$ cat src/rtl/oclib_csr_fanout_if.sv
// CSR fan-out bus: one upstream CSR port plus Channels downstream CSR ports.
//
// Handshake (level protocol, both directions): a requester raises read or
// write together with address/wdata and holds them until the responder pulses
// ready and/or error for exactly one cycle, carrying rdata in that same cycle.
// The requester then drops read/write. Feedback outside an outstanding request
// carries no meaning.
interface oclib_csr_fanout_if #(
  parameter int Channels = 4
);
  // upstream request
  logic [Channels-1:0]       csrSelectIn;
  logic [31:0]               csrInAddress;
  logic [31:0]               csrInWdata;
  logic                      csrInRead;
  logic                      csrInWrite;
  // upstream feedback
  logic [31:0]               csrInFbRdata;
  logic                      csrInFbReady;
  logic                      csrInFbError;
  // downstream requests
  logic [Channels-1:0][31:0] csrOutAddress;
  logic [Channels-1:0][31:0] csrOutWdata;
  logic [Channels-1:0]       csrOutRead;
  logic [Channels-1:0]       csrOutWrite;
  // downstream feedback
  logic [Channels-1:0][31:0] csrOutFbRdata;
  logic [Channels-1:0]       csrOutFbReady;
  logic [Channels-1:0]       csrOutFbError;

  // view of the CSR master that owns the upstream request and the targets' feedback
  modport master (
    output csrSelectIn, csrInAddress, csrInWdata, csrInRead, csrInWrite,
    input  csrInFbRdata, csrInFbReady, csrInFbError,
    input  csrOutAddress, csrOutWdata, csrOutRead, csrOutWrite,
    output csrOutFbRdata, csrOutFbReady, csrOutFbError
  );

  // view of the fan-out block
  modport slave (
    input  csrSelectIn, csrInAddress, csrInWdata, csrInRead, csrInWrite,
    output csrInFbRdata, csrInFbReady, csrInFbError,
    output csrOutAddress, csrOutWdata, csrOutRead, csrOutWrite,
    input  csrOutFbRdata, csrOutFbReady, csrOutFbError
  );
endinterface

$ cat src/rtl/oclib_csr_fanout.sv
// CSR fan-out: steers one upstream level-protocol request to a one-hot selected
// target, returns its response as a one-cycle pulse, and converts illegal
// requests and unresponsive targets into error responses.
module oclib_csr_fanout #(
  parameter int Channels      = 4,
  parameter int TimeoutCycles = 1024
) (
  input  logic                clock,
  input  logic                reset,
  oclib_csr_fanout_if.slave   csr,
  output logic                timeoutPulse,
  output logic [15:0]         timeoutCount,
  output logic [1:0]          stateDebug
);

  typedef enum logic [1:0] {
    StIdle   = 2'd0,
    StWait   = 2'd1,
    StFinish = 2'd2
  } state_e;

  // counter only needs to reach TimeoutCycles-1
  localparam int CntW = (TimeoutCycles > 1) ? $clog2(TimeoutCycles) : 1;

  state_e              state_q, state_d;
  logic [CntW-1:0]     cnt_q, cnt_d;
  logic [Channels-1:0] sel_q, sel_d;
  logic [31:0]         addr_q, addr_d;
  logic [31:0]         wdata_q, wdata_d;
  logic [Channels-1:0] dn_rd_q, dn_rd_d;
  logic [Channels-1:0] dn_wr_q, dn_wr_d;
  logic [31:0]         fb_rdata_q, fb_rdata_d;
  logic                fb_ready_q, fb_ready_d;
  logic                fb_error_q, fb_error_d;
  logic                tpulse_q, tpulse_d;
  logic [15:0]         tcount_q, tcount_d;

  logic                req_any;
  logic                req_legal;
  logic                expire;
  logic [31:0]         sel_rdata;
  logic                sel_ready;
  logic                sel_error;

  assign req_any   = csr.csrInRead | csr.csrInWrite;
  assign req_legal = ($countones(csr.csrSelectIn) == 1) && !(csr.csrInRead && csr.csrInWrite);
  assign expire    = (TimeoutCycles != 0) && (cnt_q == CntW'(TimeoutCycles - 1));

  // feedback of the captured channel only; other channels are ignored
  always_comb begin
    sel_rdata = '0;
    sel_ready = 1'b0;
    sel_error = 1'b0;
    for (int i = 0; i < Channels; i++) begin
      if (sel_q[i]) begin
        sel_rdata = sel_rdata | csr.csrOutFbRdata[i];
        sel_ready = sel_ready | csr.csrOutFbReady[i];
        sel_error = sel_error | csr.csrOutFbError[i];
      end
    end
  end

  // next-state and registered-output logic; pulses default low every cycle
  always_comb begin
    state_d    = state_q;
    cnt_d      = cnt_q;
    sel_d      = sel_q;
    addr_d     = addr_q;
    wdata_d    = wdata_q;
    dn_rd_d    = '0;
    dn_wr_d    = '0;
    fb_rdata_d = '0;
    fb_ready_d = 1'b0;
    fb_error_d = 1'b0;
    tpulse_d   = 1'b0;
    tcount_d   = tcount_q;
    unique case (state_q)
      StIdle: begin
        if (req_any) begin
          sel_d   = csr.csrSelectIn;
          addr_d  = csr.csrInAddress;
          wdata_d = csr.csrInWdata;
          cnt_d   = '0;
          if (req_legal) begin
            dn_rd_d = csr.csrSelectIn & {Channels{csr.csrInRead}};
            dn_wr_d = csr.csrSelectIn & {Channels{csr.csrInWrite}};
            state_d = StWait;
          end else begin
            fb_error_d = 1'b1;
            state_d    = StFinish;
          end
        end
      end
      StWait: begin
        if (sel_ready || sel_error) begin
          // a response in the expiry cycle still wins over the timeout
          fb_ready_d = sel_ready;
          fb_error_d = sel_error;
          fb_rdata_d = sel_rdata;
          state_d    = StFinish;
        end else if (expire) begin
          fb_error_d = 1'b1;
          tpulse_d   = 1'b1;
          if (tcount_q != 16'hFFFF) tcount_d = tcount_q + 16'd1;
          state_d    = StFinish;
        end else begin
          dn_rd_d = dn_rd_q;
          dn_wr_d = dn_wr_q;
          cnt_d   = cnt_q + CntW'(1);
        end
      end
      StFinish: begin
        // a held level request must be released before another is accepted
        if (!req_any) state_d = StIdle;
      end
      default: state_d = StIdle;
    endcase
  end

  // state and output registers, cleared by synchronous reset
  always_ff @(posedge clock) begin
    if (reset) begin
      state_q    <= StIdle;
      cnt_q      <= '0;
      sel_q      <= '0;
      addr_q     <= '0;
      wdata_q    <= '0;
      dn_rd_q    <= '0;
      dn_wr_q    <= '0;
      fb_rdata_q <= '0;
      fb_ready_q <= 1'b0;
      fb_error_q <= 1'b0;
      tpulse_q   <= 1'b0;
      tcount_q   <= '0;
    end else begin
      state_q    <= state_d;
      cnt_q      <= cnt_d;
      sel_q      <= sel_d;
      addr_q     <= addr_d;
      wdata_q    <= wdata_d;
      dn_rd_q    <= dn_rd_d;
      dn_wr_q    <= dn_wr_d;
      fb_rdata_q <= fb_rdata_d;
      fb_ready_q <= fb_ready_d;
      fb_error_q <= fb_error_d;
      tpulse_q   <= tpulse_d;
      tcount_q   <= tcount_d;
    end
  end

  assign csr.csrOutAddress = {Channels{addr_q}};
  assign csr.csrOutWdata   = {Channels{wdata_q}};
  assign csr.csrOutRead    = dn_rd_q;
  assign csr.csrOutWrite   = dn_wr_q;
  assign csr.csrInFbRdata  = fb_rdata_q;
  assign csr.csrInFbReady  = fb_ready_q;
  assign csr.csrInFbError  = fb_error_q;
  assign timeoutPulse      = tpulse_q;
  assign timeoutCount      = tcount_q;
  assign stateDebug        = state_q;

endmodule
$ cat src/flat_wrapper.sv
// flat-port wrapper written by rule: the top's interface ports become plain ports
module oclib_csr_fanout_flat 
#(
  parameter int Channels      = 4,
  parameter int TimeoutCycles = 1024
)
  (clock, reset, timeoutPulse, timeoutCount, stateDebug, csr_csrSelectIn, csr_csrInAddress, csr_csrInWdata, csr_csrInRead, csr_csrInWrite, csr_csrInFbRdata, csr_csrInFbReady, csr_csrInFbError, csr_csrOutAddress, csr_csrOutWdata, csr_csrOutRead, csr_csrOutWrite, csr_csrOutFbRdata, csr_csrOutFbReady, csr_csrOutFbError);
  oclib_csr_fanout_if #(.Channels(Channels)) csr_i ();
  input  logic clock;
  input  logic reset;
  output logic timeoutPulse;
  output logic [15:0] timeoutCount;
  output logic [1:0] stateDebug;
  input wire logic [$bits(csr_i.csrSelectIn)-1:0] csr_csrSelectIn;
  input wire logic [$bits(csr_i.csrInAddress)-1:0] csr_csrInAddress;
  input wire logic [$bits(csr_i.csrInWdata)-1:0] csr_csrInWdata;
  input wire logic [$bits(csr_i.csrInRead)-1:0] csr_csrInRead;
  input wire logic [$bits(csr_i.csrInWrite)-1:0] csr_csrInWrite;
  output wire logic [$bits(csr_i.csrInFbRdata)-1:0] csr_csrInFbRdata;
  output wire logic [$bits(csr_i.csrInFbReady)-1:0] csr_csrInFbReady;
  output wire logic [$bits(csr_i.csrInFbError)-1:0] csr_csrInFbError;
  output wire logic [$bits(csr_i.csrOutAddress)-1:0] csr_csrOutAddress;
  output wire logic [$bits(csr_i.csrOutWdata)-1:0] csr_csrOutWdata;
  output wire logic [$bits(csr_i.csrOutRead)-1:0] csr_csrOutRead;
  output wire logic [$bits(csr_i.csrOutWrite)-1:0] csr_csrOutWrite;
  input wire logic [$bits(csr_i.csrOutFbRdata)-1:0] csr_csrOutFbRdata;
  input wire logic [$bits(csr_i.csrOutFbReady)-1:0] csr_csrOutFbReady;
  input wire logic [$bits(csr_i.csrOutFbError)-1:0] csr_csrOutFbError;
  assign csr_i.csrSelectIn = csr_csrSelectIn;
  assign csr_i.csrInAddress = csr_csrInAddress;
  assign csr_i.csrInWdata = csr_csrInWdata;
  assign csr_i.csrInRead = csr_csrInRead;
  assign csr_i.csrInWrite = csr_csrInWrite;
  assign csr_csrInFbRdata = csr_i.csrInFbRdata;
  assign csr_csrInFbReady = csr_i.csrInFbReady;
  assign csr_csrInFbError = csr_i.csrInFbError;
  assign csr_csrOutAddress = csr_i.csrOutAddress;
  assign csr_csrOutWdata = csr_i.csrOutWdata;
  assign csr_csrOutRead = csr_i.csrOutRead;
  assign csr_csrOutWrite = csr_i.csrOutWrite;
  assign csr_i.csrOutFbRdata = csr_csrOutFbRdata;
  assign csr_i.csrOutFbReady = csr_csrOutFbReady;
  assign csr_i.csrOutFbError = csr_csrOutFbError;
  oclib_csr_fanout #(.Channels(Channels), .TimeoutCycles(TimeoutCycles)) u_core (.clock(clock), .reset(reset), .csr(csr_i), .timeoutPulse(timeoutPulse), .timeoutCount(timeoutCount), .stateDebug(stateDebug));
endmodule
$ cat config.mk
export PLATFORM = sky130hd
export DESIGN_NAME = oclib_csr_fanout_flat
export DESIGN_NICKNAME = d
export VERILOG_FILES = /design/src/rtl/oclib_csr_fanout_if.sv /design/src/rtl/oclib_csr_fanout.sv /design/src/flat_wrapper.sv
export SDC_FILE = /design/constraint.sdc
export NUM_CORES = 1
export LEC_CHECK = 0
export ABC_AREA = 1
export CORE_AREA = 5 5 200 202
export CTS_CLUSTER_SIZE = 30
export DETAILED_ROUTE_END_ITERATION = 10
export DIE_AREA = 0 0 205 207
export MAX_ROUTING_LAYER = met4
export PLACE_DENSITY = 0.52
export SYNTH_ARGS = -nofsm -noshare
export SYNTH_HDL_FRONTEND = slang
export SYNTH_SLANG_ARGS = --single-unit
$ cat constraint.sdc
create_clock -name clock -period 2.4 [get_ports clock]
set_clock_uncertainty 0.1 [all_clocks]
set_input_delay 0.24 -clock clock [delete_from_list [all_inputs] [get_ports clock]]
set_output_delay 0.24 -clock clock [all_outputs]
set_load 0.1 [all_outputs]
Yosys cells after proc, flatten, opt, wreduce, memory -nomap -nowiden
Index checks and enable logic that the tools add are counted.
{"block": "op_classes", "n_eq_ne": 10, "shifts": 0, "n_mul": 0, "n_reduce_logical": 12, "n_lt_le_gt_ge": 0, "div_mod_pow": 0, "n_mux": 35, "bitwise": 14, "addsub": 5}
{"operator": "$mux W32", "n": 4}
{"operator": "$or A32 B32 Y32", "n": 3}
{"operator": "$add A32 B32 Y32", "n": 1}
{"operator": "$eq A32 B2 Y1 const B", "n": 1}
{"operator": "$mux W10", "n": 3}
{"operator": "$mux W4", "n": 6}
{"operator": "$pmux W10 S2", "n": 1}
{"operator": "$add A16 B1 Y16 const B", "n": 1}
{"operator": "$ne A16 B16 Y1 const B", "n": 1}
{"operator": "$pmux W4 S2", "n": 2}
{"operator": "$mux W1", "n": 12}
{"operator": "$add A10 B1 Y10 const B", "n": 1}
{"operator": "$eq A10 B10 Y1 const B", "n": 1}
{"operator": "$mux W2", "n": 5}
{"operator": "$and A4 B4 Y4", "n": 2}
{"operator": "$reduce_and A4 Y1", "n": 2}
{"operator": "$or A1 B1 Y1", "n": 7}
{"operator": "$ne A2 B2 Y1 const B", "n": 3}
{"operator": "$pmux W2 S3", "n": 1}
{"operator": "$reduce_or A3 Y1", "n": 2}
{"operator": "$add A1 B1 Y2", "n": 2}
{"operator": "$ne A3 B1 Y1 const B", "n": 1}
{"operator": "$reduce_and A3 Y1", "n": 1}
{"operator": "$eq A2 B1 Y1 const B", "n": 1}
{"operator": "other kinds (10)", "n": 12}
{"block": "word_totals", "in_bits": 208, "memories": 0, "rom_bits": 0, "wordCells": 88, "latch_bits": 0, "output_inout_bits": 317, "reg_bits": 139, "mem_bits_rw": 0}

Logic depth before layout (Yosys ltp)
Gate-level depths: netlist of run 1.
{"block": "depth", "depth_word": 10, "depth_mapped": 10}

Least setup slack after synthesis of run 1
No wires, ideal clock.
{"block": "synth_timing", "kind": "reg2reg", "start": "reg u_core.tcount_q[0] (netlist: u_core.timeoutCount[0])", "end": "reg u_core.tcount_q[12] (netlist: u_core.timeoutCount[12])", "period_less_slack_ns": 2.440, "path_buffers": 1, "stages_incl_launch_ff": 11, "slack_ns": -0.040, "arrival_time_ns": 2.272, "setup_ns": 0.068, "t_required_ns": 2.232, "cell_sequence": "dfxtp_1 > ha_1 > inv_2 > nor2_4 > nand2_2 > nor2_4 > nor2_4 > nand2_4 > buf_6 > nand2_1 > a21oi_2"}
{"block": "synth_via", "elab_chain_len": 2, "word_cells_on_any_way": 3, "cone_classes": "add/sub: 1; eq/ne: 1; reduce/logical: 1"}
{"item": "start: declaration", "line": "oclib_csr_fanout.sv:36", "source": "logic [15:0] tcount_q, tcount_d;"}
{"item": "start signal: assignment", "line": "oclib_csr_fanout.sv:147", "source": "tcount_q <= tcount_d;"}
{"item": "branches (longest 2 deep; another with $add A16 B1 Y16)"}
Several ways; the timed one is not identified.
A chain may end at the register's enable or synchronous reset.

Worst setup path after layout of run 1
{"block": "layout_timing", "start": "in csr_csrSelectIn[1]", "end": "reg u_core.dn_wr_q[0] (netlist: u_core.csr.csrOutWrite[0])"}
{"block": "layout_via", "elab_chain_len": 7}
{"item": "start: declaration", "line": "flat_wrapper.sv:14", "source": "input wire logic [$bits(csr_i.csrSelectIn)-1:0] csr_csrSelectIn;"}
{"item": "$add A1 B1 Y2 (implied by the code)", "line": "oclib_csr_fanout.sv:46", "source": "assign req_legal = ($countones(csr.csrSelectIn) == 1) && !(csr.csrInRead && csr.csrInWrite);"}
{"item": "$add A32 B32 Y32 (implied by the code)", "line": "oclib_csr_fanout.sv:46"}
{"item": "$eq A32 B2 Y1", "line": "oclib_csr_fanout.sv:46"}
{"item": "$logic_and A1 B1 Y1", "line": "oclib_csr_fanout.sv:46"}
{"item": "$mux W4", "line": "oclib_csr_fanout.sv:84", "source": "if (req_legal) begin"}
{"item": "$mux W4", "line": "oclib_csr_fanout.sv:79", "source": "if (req_any) begin"}
{"item": "$pmux W4 S2", "line": "oclib_csr_fanout.sv:77", "source": "unique case (state_q)"}
{"item": "end signal: assignment", "line": "oclib_csr_fanout.sv:142", "source": "dn_wr_q <= dn_wr_d;"}
{"item": "end: declaration", "line": "oclib_csr_fanout.sv:31", "source": "logic [Channels-1:0] dn_wr_q, dn_wr_d;"}
No other way between the ends.

==> results.md, run 1 <==
- The relative area change from synthesis to final layout is 54.67%.
- The leading cell type in the layout, fill and taps excluded is buf_4.
- The design internal power is 0.006116 W.
- The later pin in the worst-skew pair is clocked with a latency of 0.44 ns.
- The number of iterations in the first detailed-routing pass is 8.
- The wire length of the first global-routing pass is 47,140 um.
- Measured against its own limit, the worst slew margin works out to 54.16%.
- The cell total after placement is 1,862.
- The synthesized design contains 0 enable-type register cells.
- The count of max-cap constraint violations is 0.
- TritonCTS built the clock tree.
- In this run the worst path has a maximum fanout of 8.
- The setup path with the least slack is of type input pin to flip-flop.
- Detailed placement ended at an HPWL of 25,220 um.
- Power spread over the standard cell area amounts to 1476 nW/um^2.
- The post-synthesis sequential element count is 139.
- The min-delay analysis places its worst path in the category input pin to flip-flop.
- The final period demand of the worst path is 2.221 ns.
- Setup repair after global routing left no endpoint under its margin.
- The worst setup slack after placement is -0.2609 ns.
- Counting every instance in the synthesized netlist gives 1,037.
- Using the TritonRoute via totals, the vias-per-cell ratio works out to 4.053.
- At the worst endpoint, the arrival time is 2.48 ns.
- The die area is 42,440 um^2.
- Of the total power, registers draw 18.1%.
- Leaving out fill and tap cells, the most frequent cells in the layout are 339 x buf_4, 209 x nand2_1, 207 x clkdlybuf4s50_1.
- Yosys printed 0 warnings.
- In this run the power spent charging and discharging nets is 0.01128 W.
- The completed layout was analyzed and its total power is 0.01740 W.
- The met3 track demand over resource in global routing is 5.490%.
- After the first detailed-routing iteration, the DRC count stood at 251.
- The number of vias after detailed routing is 7,672.
- Timing would allow up to 450.3 MHz.
- The aggregate routed wire length is 32,010 um.
- The most used flip-flop cell after synthesis is dfxtp_1.
- The global routing usage summed across all routing layers is 14.90%.
- The count of input and output buffers is 524.
- Clock-pin slew was measured on the worst setup and hold paths at 0.06 ns.
- The effective utilization at floorplan is 20.00%.
- The total number of clock tree sinks is 139.
- The pin count of the biggest net entering global routing is 74.
- The root buffer cell is clkbuf_16.
- The final core area utilization is 30.93%.
- met2 is the most crowded layer.
- The share of the Yosys chip area taken by registers is 36.51%.
- The number of nets handed over by synthesis was 1,251.
- The period utilization is 92.53%.
- The number of antenna violations at the first check in global routing is 1.
- In the final layout, the multi-input gates occupy 3037 um^2.
- In this run the post-CTS setup repair buffer count came out at 0.
- The number of standard cells in the layout, taps in and fillers out is 1,893.
- In this run, post-CTS hold repair placed 0 buffers.
- The worst setup path is captured at a flip-flop.
- Counting distinct cell types in the post-synthesis netlist gives 32.
- Per report_power, the clock group accounts for 14.1% of the total.
- At the worst endpoint, the required time is 2.66 ns.
- Counting the fill cells in the layout gives 4,136.
- Of the cells placed in the final design, the portion with a size suffix greater than 1 is 29.33%.
- Setup violations remaining at the end of the flow were counted as 0.
- The overall overflow remaining after global route is 0.
- The worst-margin pin slew is 0.6876 ns.
- The via count of the first global-routing pass was 7,635.
- The number of pins exceeding their max-slew limit in the final report is 0.
- The remaining routing DRC violations is 0.
- The maximum level of the CTS H-tree is 4.
- The switching share of power is 64.85%.
- Of the total power, combinational logic draws 67.9%.
- The critical path startpoint category is an input pin.
- Of all flip-flops after synthesis, the portion carrying an async set or reset was 0%.
- Summing all flip-flop and latch instances after layout gives 2784 um^2.
- The remaining number of nets flagged by the antenna check after routing is 0.
- The number of instances resized during post-cts repair is 0.
- The floorplan die height is 207 um.
- The number of clock buffers added by TritonCTS is 17.
- The flow ran to the end, and the final reports show no timing, DRC or antenna violations.
- The chip width is 205 um.
- The number of hold-slack violations in the final timing report is 0.
- The core region is 38,110 um^2.
- The average wire per standard cell is 16.91 um.
- The peak ir drop on the vdd network is 0.001011 V.
- The synthesized area divided by synthesized cell count is 7.349 um^2.
- The cell leakage power is 5.074 nW.
- In the final design database the tool counted 1,577 nets.
- For this run, global-route usage on met1 was measured as 15.51%.
- The final worst-path setup slack is 0.1794 ns.
- The synthesized netlist occupies a cell area of 7621 um^2.
- In the global route stage, met2 resource usage came out at 26.11%.
- The number of rows created at floorplan is 72.
- The clock passes through at most 2 buffers.
- Routability-driven placement finished with a final weighted congestion of 0.8816.
- 525 I/O pins were placed.
cells in the mapped netlist, types with 3 or more instances:
cell / count / area share [%]
xnor2_1: 5 / 0.57
nor2_4: 7 / 1.0
a22o_1: 8 / 0.92
buf_6: 3 / 0.44
ha_1: 5 / 0.82
buf_2: 11 / 0.72
a21oi_1: 46 / 3.0
buf_4: 199 / 20
inv_2: 4 / 0.20
clkbuf_1: 29 / 1.4
a21oi_2: 5 / 0.57
nor2_1: 173 / 8.5
nand2_1: 209 / 10
nand4_1: 8 / 0.66
nand3_1: 36 / 2.4
nand2_2: 3 / 0.25
xor2_1: 6 / 0.69
a41oi_1: 24 / 2.8
dfxtp_1: 139 / 37
inv_1: 24 / 1.2
o21ai_0: 77 / 5.1
worst paths after layout:
kind,startpoint,end,slack (ns),depth (start not counted)
max,csr_csrSelectIn[1],u_core.csr.csrOutWrite[0],0.18,10
min,csr_csrInAddress[6],u_core.addr_q[6],0.26,3
max reg2reg,u_core.cnt_q[0],u_core.timeoutCount[1],0.45,8
min reg2reg,u_core.csr.csrOutWrite[0],u_core.csr.csrOutWrite[0],0.38,2
flip-flops by register name, summed over array words and instances (netlist names):
| signal | flops |
|---|---|
| u_core.stateDebug | 2 |
| u_core.csr.csrInFbReady | 1 |
| u_core.timeoutPulse | 1 |
| u_core.timeoutCount | 16 |
| u_core.wdata_q | 32 |
| u_core.sel_q | 4 |
| u_core.csr.csrInFbRdata | 32 |
| u_core.csr.csrOutRead | 4 |
| u_core.cnt_q | 10 |
| u_core.csr.csrOutWrite | 4 |
| u_core.csr.csrInFbError | 1 |
| u_core.addr_q | 32 |
per-stage QoR:
step | hold slack, ns | setup TNS [ns] | cell area (um^2)
finish | 0.2620 | 0 | 11790
global route | 0.2385 | 0 | 11790
CTS | 0.2245 | 0 | 11790
detailed placement | 0.3653 | -2.384 | 11260
global placement | 0.3694 | -2.090 | 11260
floorplan | 0.2749 | 0 | 7622
final cells by class:
class	count	share of cell area [%]
diodes	1	0.02123
clock buffers	22	4.108
clock inverters	8	0.3821
inverters	29	0.9341
multi-input cells	627	25.76
flip-flops and latches	139	23.62
well taps	518	5.498
repair buffers	549	39.68
metal layers:
metal,routed length (um),vias up
li1,-,3813
met1,11860,3504
met2,16360,331
met3,3203,24
met4,580,0
met5,0,-
logic make-up after synthesis:
| family | count (synthesis) | synth area share [%] |
|---|---|---|
| flops | 139 | 36.51 |
| xor+xnor | 11 | 1.264 |
| buf+inv | 271 | 23.64 |
| compound gates | 162 | 12.53 |
| simple gates | 448 | 24.97 |
| fa+ha+maj | 6 | 1.084 |
worst max-delay path, stage by stage:
cell             delay [ns]
clkdlybuf4s50_1        0.49
ha_1                   0.24
ha_1                   0.21
fa_1                   0.44
nor2_1                 0.12
nand3_1                0.17
nor2_1                 0.17
buf_4                  0.18
nand3_1                0.07
a21oi_1                0.15
power groups by stage:
stage	combinational, W	sequential (W)	clock [W]
5_1_grt	0.0121	0.00322	0.00264
3_3_place_gp	0.0119	0.00320	0
3_5_place_dp	0.0119	0.00322	0
2_1_floorplan	0.00828	0.00519	0
4_1_cts	0.0119	0.00317	0.00257
6_report	0.0118	0.00314	0.00244
Power figures use the tool's default switching activity.
==> run 2, diff against run 1 <==
CORE_AREA = 5 5 202 204   (was 5 5 200 202)
DIE_AREA = 0 0 207 209   (was 0 0 205 207)
PLACE_DENSITY = 0.51   (was 0.52)
==> run 2 against run 1 <==
Wire length up 2.0%. Non-clock buffer count up 1. Register-to-register slack worse by 0.02 ns. Setup slack better by 0.068 ns. Sequential cell count unchanged. Hold slack better by 0.014 ns. Sequential share of layout area about the same. Global-route usage down 0.053 points. Utilization down 0.76 points. Sequential power up 1%.
==> results.md, run 2 (same netlist as run 1, synthesis figures left out) <==
- The detail-routed via count per cell is 4.062 (was 4.053).
- The layout filler cell count was 4,266 (was 4,136).
- The number of buffers on the longest clock path came to 2 (unchanged).
- The highest-delay cell along the critical path was clkdlybuf4s50_1 (unchanged).
- The launching instance or port of the critical path is csr_csrSelectIn[1] (unchanged).
- The worst reg2reg path startpoint was u_core.cnt_q[0] (unchanged).
- The remaining number of nets flagged by the antenna check after routing was 0 (unchanged).
- The count of boundary I/O pins is 525 (unchanged).
- The share of post-route cells with drive strength above 1 is 29.24% (was 29.33%).
- The remaining routing DRC violations is 0 (unchanged).
- The critical path startpoint category is an input pin (unchanged).
- The final period demand of the worst path was 2.153 ns (was 2.221 ns).
- The setup-violating endpoint count in the final report is 0 (unchanged).
- The effective utilization at floorplan is 19.49% (was 20.00%).
- The type of the worst min-delay path is input pin to flip-flop (unchanged).
- The number of instances resized during post-cts repair is 0 (unchanged).
- The number of vias after detailed routing is 7,717 (was 7,672).
- The insertion delay to the later sink of the worst-skew pair is 0.43 ns (was 0.44 ns).
- The critical-path maximum fanout is 9 (was 8).
- The switching share of power is 64.72% (was 64.85%).
- The via count of the first global-routing pass was 7,792 (was 7,635).
- The worst setup slack after placement is -0.1866 ns (was -0.2609 ns).
- The global routing usage summed across all routing layers was 14.84% (was 14.90%).
- The number of pins exceeding their max-slew limit in the final report is 0 (unchanged).
- The category of the worst setup path capture point is a flip-flop (unchanged).
- Most frequent cells in the layout: 341 x buf_4, 209 x nand2_1, 207 x clkdlybuf4s50_1 (was 339 x buf_4, 209 x nand2_1, 207 x clkdlybuf4s50_1).
- The DRC violation total after the first TritonRoute iteration is 260 (was 251).
- The TritonCTS clock tree was done (unchanged).
- The design internal power is 0.006173 W (was 0.006116 W).
- The cell leakage power is 5.077 nW (was 5.074 nW).
- The total clock buffers created by CTS is 17 (unchanged).
- The wire length of the first global-routing pass was 48,330 um (was 47,140 um).
- The tightest hold margin came to 0.2764 ns (was 0.2620 ns).
- The combined area of the multi-input logic cells came to 3037 um^2 (unchanged).
- The highest clock frequency the design can meet is 464.5 MHz (was 450.3 MHz).
- The clock transition at the registers of the reported paths is 0.06 ns (about the same).
- The number of rows created at floorplan is 73 (was 72).
- Unrepaired setup endpoints after global routing: false (unchanged).
- The relative area change from synthesis to final layout is 54.77% (was 54.67%).
- The worst slew margin relative to its limit is 62.48% (was 54.16%).
- The total power divided by cell area is 1484 nW/um^2 (was 1476 nW/um^2).
- Result of the run: completed (unchanged).
- The footprint of the flip-flops and latches is 2784 um^2 (unchanged).
- The routability-driven placement congestion ratio is 0.8287 (was 0.8816).
- The peak ir drop on the vdd network is 0.001016 V (was 0.001011 V).
- The total number of clock tree sinks is 139 (unchanged).
- The power dissipated by switching net loads came to 0.01133 W (was 0.01128 W).
- The maximum level of the CTS H-tree was 4 (unchanged).
- The die area came to 43,260 um^2 (was 42,440 um^2).
- The fraction of power consumed by combinational cells is 67.5% (was 67.9%).
- The average wire per standard cell is 17.19 um (was 16.91 um).
- The critical register-to-register path endpoint is u_core.timeoutCount[0] (was u_core.timeoutCount[1]).
- The count of input and output buffers was 524 (unchanged).
- The termination of the worst setup path is u_core.csr.csrOutWrite[2] (was u_core.csr.csrOutWrite[0]).
- The count of buffers added by post-CTS timing repair for setup is 0 (unchanged).
- The total power of the final layout is 0.01750 W (was 0.01740 W).
- The number of iterations in the first detailed-routing pass is 4 (was 8).
- The number of antenna violations at the first check in global routing is 0 (was 1).
- The root buffer cell is clkbuf_16 (unchanged).
- The leading cell type in the layout, fill and taps excluded is buf_4 (unchanged).
- The sequential share of power is 18.2% (was 18.1%).
- The flop-to-flop setup slack is 0.43 ns (was 0.45 ns).
- The chip width came to 207 um (was 205 um).
- Cell chain of the critical path: clkdlybuf4s50_1 -> ha_1 -> ha_1 -> fa_1 -> nor2_1 -> nand3_1 -> nor2_1 -> buf_4 -> nand3_1 -> a21oi_1 (unchanged).
- The final core area utilization is 30.17% (was 30.93%).
- The clock share of power is 14.3% (was 14.1%).
- The core footprint is 39,090 um^2 (was 38,110 um^2).
- The number of hold-slack violations in the final timing report came to 0 (unchanged).
- The period utilization is 89.69% (was 92.53%).
- The post-layout net count is 1,578 (was 1,577).
- The worst-case reg-to-reg path depth is 8 (unchanged).
- The final HPWL from detailed placement came to 25,970 um (was 25,220 um).
- The worst-margin pin slew is 0.5628 ns (was 0.6876 ns).
- The pin count of the biggest net entering global routing came to 57 (was 74).
- The final worst-path setup slack is 0.2473 ns (was 0.1794 ns).
- The overall overflow remaining after global route is 0 (unchanged).
- The aggregate routed wire length is 32,660 um (was 32,010 um).
- The floorplan die height came to 209 um (was 207 um).
- The count of antenna diodes in the layout came to 0 (was 1).
- The delay contributed by the slowest stage of the critical path is 0.50 ns (was 0.49 ns).
- The data required time at the worst endpoint is 2.66 ns (about the same).
- The number of buffers inserted by hold repair at cts is 0 (unchanged).
- The critical setup path kind is input pin to flip-flop (unchanged).
- The count of max-cap constraint violations is 0 (unchanged).
- The worst path arrival time is 2.41 ns (was 2.48 ns).
run 2: worst min path at each step:
stage	from	endpoint	cells after the start
after floorplan	csr_csrInAddress[0]	u_core.addr_q[0]	2
after global placement	u_core.cnt_q[2]	u_core.cnt_q[2]	2
after detailed placement	u_core.cnt_q[2]	u_core.cnt_q[2]	2
after CTS	csr_csrOutFbRdata[82]	u_core.csr.csrInFbRdata[18]	3
after global routing	csr_csrInAddress[6]	u_core.addr_q[6]	3
final	csr_csrOutFbRdata[82]	u_core.csr.csrInFbRdata[18]	3
run 2: layout make-up:
type	instances	area share, %
repair buffers	550	39.61
multi-input cells	627	25.75
well taps	525	5.569
clock inverters	8	0.6046
inverters	29	0.9335
clock buffers	22	3.935
flip-flops and latches	139	23.60
run 2: layer usage:
metal | track usage, % | up-vias | part of all wire [%]
li1 | - | 3809 | -
met1 | 15.73 | 3558 | 39
met2 | 25.75 | 327 | 50
met3 | 6.095 | 23 | 8.9
met4 | 3.922 | 0 | 1.7
met5 | - | - | 0
run 2: per-stage QoR:
| step | setup TNS [ns] | area (um^2) | std cells |
|---|---|---|---|
| floorplan | 0 | 7622 | 1037 |
| global placement | -1.772 | 11260 | 1870 |
| detailed placement | -1.769 | 11260 | 1870 |
| CTS | 0 | 11800 | 1900 |
| global route | 0 | 11800 | 1900 |
| finish | 0 | 11800 | 1900 |
run 2: worst max-delay path: cells and delay by family:
kind / cells / cell delay, ns
adders and majority gates: 3 / 0.89
buffers and inverters: 2 / 0.66
and+or+nand+nor: 4 / 0.48
AOI/OAI and AO/OA: 1 / 0.14
run 2: power by group through the flow:
stage	clock network [W]	logic, W	registers, W
final	0.00250	0.0118	0.00318
after global routing	0.00271	0.0122	0.00325
after CTS	0.00262	0.0119	0.00321
after detailed placement	0	0.0119	0.00325
after global placement	0	0.0119	0.00323
after floorplan	0	0.00828	0.00519
==> run 3, diff against run 2 <==
RECOVER_POWER = 25   (was unset)
==> run 3 against run 2 <==
Die area is the same. Non-clock buffer count stayed put. Count of clock-buffer cells in the layout stayed put. Final cell count did not move. Sequential share of layout area is 0.71 points higher. Sequential power barely moved. Hold slack lost 0.0014 ns. Register-to-register slack hardly changed. Sequential cell count is the same. Combinational power barely moved. Power shrank 1.2%. Highest routed layer unchanged. Critical path type unchanged.
==> results.md, run 3 (same netlist as run 1, synthesis figures left out) <==
- The sum of negative setup slack came to 0 ns (unchanged).
- The category of the worst setup path capture point is a flip-flop (unchanged).
- The critical-path maximum fanout is 9 (unchanged).
- The number of iterations in the first detailed-routing pass is 4 (unchanged).
- The relative area change from synthesis to final layout came to 50.24% (was 54.77%).
- The overall overflow remaining after global route is 0 (unchanged).
- The number of standard cells in the layout, taps in and fillers out is 1,900 (unchanged).
- The count of buffers added by post-CTS timing repair for setup is 0 (unchanged).
- The insertion delay to the later sink of the worst-skew pair was 0.43 ns (about the same).
- The setup-violating endpoint count in the final report was 0 (unchanged).
- The critical setup path kind is input pin to flip-flop (unchanged).
- The final HPWL from detailed placement is 25,970 um (unchanged).
- The highest clock frequency the design can meet is 464.6 MHz (was 464.5 MHz).
- The count of boundary I/O pins is 525 (unchanged).
- The count of max-cap constraint violations is 0 (unchanged).
- The aggregate routed wire length is 32,610 um (was 32,660 um).
- The number of pins exceeding their max-slew limit in the final report is 0 (unchanged).
- The count of input and output buffers is 524 (unchanged).
- The peak ir drop on the vdd network is 0.001012 V (was 0.001016 V).
- The total number of clock tree sinks is 139 (unchanged).
- The routability-driven placement congestion ratio came to 0.8287 (unchanged).
- The global routing usage summed across all routing layers is 14.84% (unchanged).
- The maximum level of the CTS H-tree was 4 (unchanged).
- The average wire per standard cell came to 17.16 um (was 17.19 um).
- The DRC violation total after the first TritonRoute iteration is 255 (was 260).
- The total clock buffers created by CTS is 17 (unchanged).
- The highest-delay cell along the critical path is clkdlybuf4s50_1 (unchanged).
- The root buffer cell is clkbuf_16 (unchanged).
- The chip width was 207 um (unchanged).
- The floorplan die height came to 209 um (unchanged).
- The via count of the first global-routing pass came to 7,792 (unchanged).
- The type of the worst min-delay path is input pin to flip-flop (unchanged).
- The count of antenna diodes in the layout is 0 (unchanged).
- The core footprint is 39,090 um^2 (unchanged).
- The clock transition at the registers of the reported paths is 0.06 ns (about the same).
- The combined area of the multi-input logic cells is 3037 um^2 (unchanged).
- The critical path startpoint category is an input pin (unchanged).
- The wire length of the first global-routing pass is 48,330 um (unchanged).
- The clock share of power came to 14.5% (was 14.3%).
- The remaining routing DRC violations is 0 (unchanged).
- The number of buffers on the longest clock path is 2 (unchanged).
- The switching share of power came to 65.48% (was 64.72%).
- Result of the run: completed (unchanged).
- The design internal power was 0.005968 W (was 0.006173 W).
- The remaining number of nets flagged by the antenna check after routing is 0 (unchanged).
- The post-layout net count is 1,578 (unchanged).
- The number of antenna violations at the first check in global routing is 0 (unchanged).
- Most frequent cells in the layout: 228 x buf_4, 209 x nand2_1, 207 x clkdlybuf4s50_1 (was 341 x buf_4, 209 x nand2_1, 207 x clkdlybuf4s50_1).
- The share of post-route cells with drive strength above 1 is 25.60% (was 29.24%).
- The die area is 43,260 um^2 (unchanged).
- The number of instances resized during post-cts repair is 0 (unchanged).
- The period utilization is 89.68% (was 89.69%).
- The cell leakage power is 4.821 nW (was 5.077 nW).
- Cell chain of the critical path: clkdlybuf4s50_1 -> ha_1 -> ha_1 -> fa_1 -> nor2_1 -> nand3_1 -> nor2_1 -> buf_4 -> nand3_1 -> a21oi_1 (unchanged).
- The worst-margin pin slew is 1.271 ns (was 0.5628 ns).
- The delay contributed by the slowest stage of the critical path came to 0.50 ns (about the same).
- The pin count of the biggest net entering global routing is 57 (unchanged).
- The cell total after placement is 1,870 (unchanged).
- The footprint of the flip-flops and latches came to 2784 um^2 (unchanged).
- The data required time at the worst endpoint was 2.66 ns (about the same).
- The fraction of power consumed by combinational cells is 67.2% (was 67.5%).
- The leading cell type in the layout, fill and taps excluded was buf_4 (unchanged).
- The number of hold-slack violations in the final timing report is 0 (unchanged).
- The tightest hold margin is 0.2750 ns (was 0.2764 ns).
- The number of vias after detailed routing came to 7,752 (was 7,717).
- The TritonCTS clock tree is done (unchanged).
- The layout filler cell count is 4,358 (was 4,266).
- The number of rows created at floorplan came to 73 (unchanged).
- The worst path arrival time was 2.41 ns (about the same).
- The effective utilization at floorplan was 19.49% (unchanged).
- Unrepaired setup endpoints after global routing: false (unchanged).
- The total power divided by cell area came to 1510 nW/um^2 (was 1484 nW/um^2).
- The worst slew margin relative to its limit is 15.61% (was 62.48%).
- The final period demand of the worst path is 2.152 ns (was 2.153 ns).
- The total power of the final layout was 0.01729 W (was 0.01750 W).
- The power dissipated by switching net loads is 0.01132 W (was 0.01133 W).
- The number of buffers inserted by hold repair at cts is 0 (unchanged).
- The detail-routed via count per cell is 4.080 (was 4.062).
- The sequential share of power is 18.4% (was 18.2%).
[run 3: changes by cell type in the layout (fill, tap and decap cells not counted)]
| cell | previous run | this run |
|---|---|---|
| buf_4 | 341 | 228 |
| clkbuf_2 | 0 | 63 |
| clkbuf_1 | 3 | 51 |
| buf_1 | 0 | 2 |
[run 3: path summary, 6_finish.rpt]
check / from / endpoint / slack (ns) / cells past startpoint
min reg2reg: u_core.cnt_q[2] / u_core.cnt_q[2] / 0.40 / 2
max reg2reg: u_core.cnt_q[0] / u_core.timeoutCount[0] / 0.43 / 8
max: csr_csrSelectIn[1] / u_core.csr.csrOutWrite[2] / 0.25 / 10
min: csr_csrOutFbRdata[82] / u_core.csr.csrInFbRdata[18] / 0.28 / 3
[run 3: final cells by class]
class	instances	share of cell area, %
clock buffers	22	4.054
clock inverters	8	0.6229
inverters	29	0.9616
multi-input cells	627	26.52
flip-flops and latches	139	24.31
well taps	525	5.737
repair buffers	550	37.79
[run 3: routing by layer]
metal | routed length [um] | track usage [%] | vias to the layer above
met4 | 607 | 3.922 | 0
met5 | 0 | - | -
li1 | - | - | 3813
met3 | 2870 | 6.095 | 29
met2 | 16370 | 25.75 | 323
met1 | 12760 | 15.73 | 3587
[run 3: power groups by stage]
stage	Combinational (W)	Clock, W	Sequential, W
after global routing	0.0120	0.00271	0.00324
after global placement	0.0119	0	0.00323
after detailed placement	0.0119	0	0.00325
final	0.0116	0.00250	0.00317
after CTS	0.0119	0.00262	0.00321
after floorplan	0.00828	0	0.00519
[run 3: stage by stage]
step	cell area (um^2)	util, %	setup WS (ns)
final	11450	29.29	0.2476
after global routing	11450	29.29	0.1675
after CTS	11800	30.17	0.2790
after detailed placement	11260	28.80	-0.1866
after global placement	11260	28.80	-0.1892
after floorplan	7622	-	0.002207
[run 3: worst max-delay path, delay by kind of cell]
family / cells / cell delay (ns)
adders and majority gates: 3 / 0.89
AOI/OAI and AO/OA: 1 / 0.14
and+or+nand+nor: 4 / 0.48
buffers and inverters: 2 / 0.66
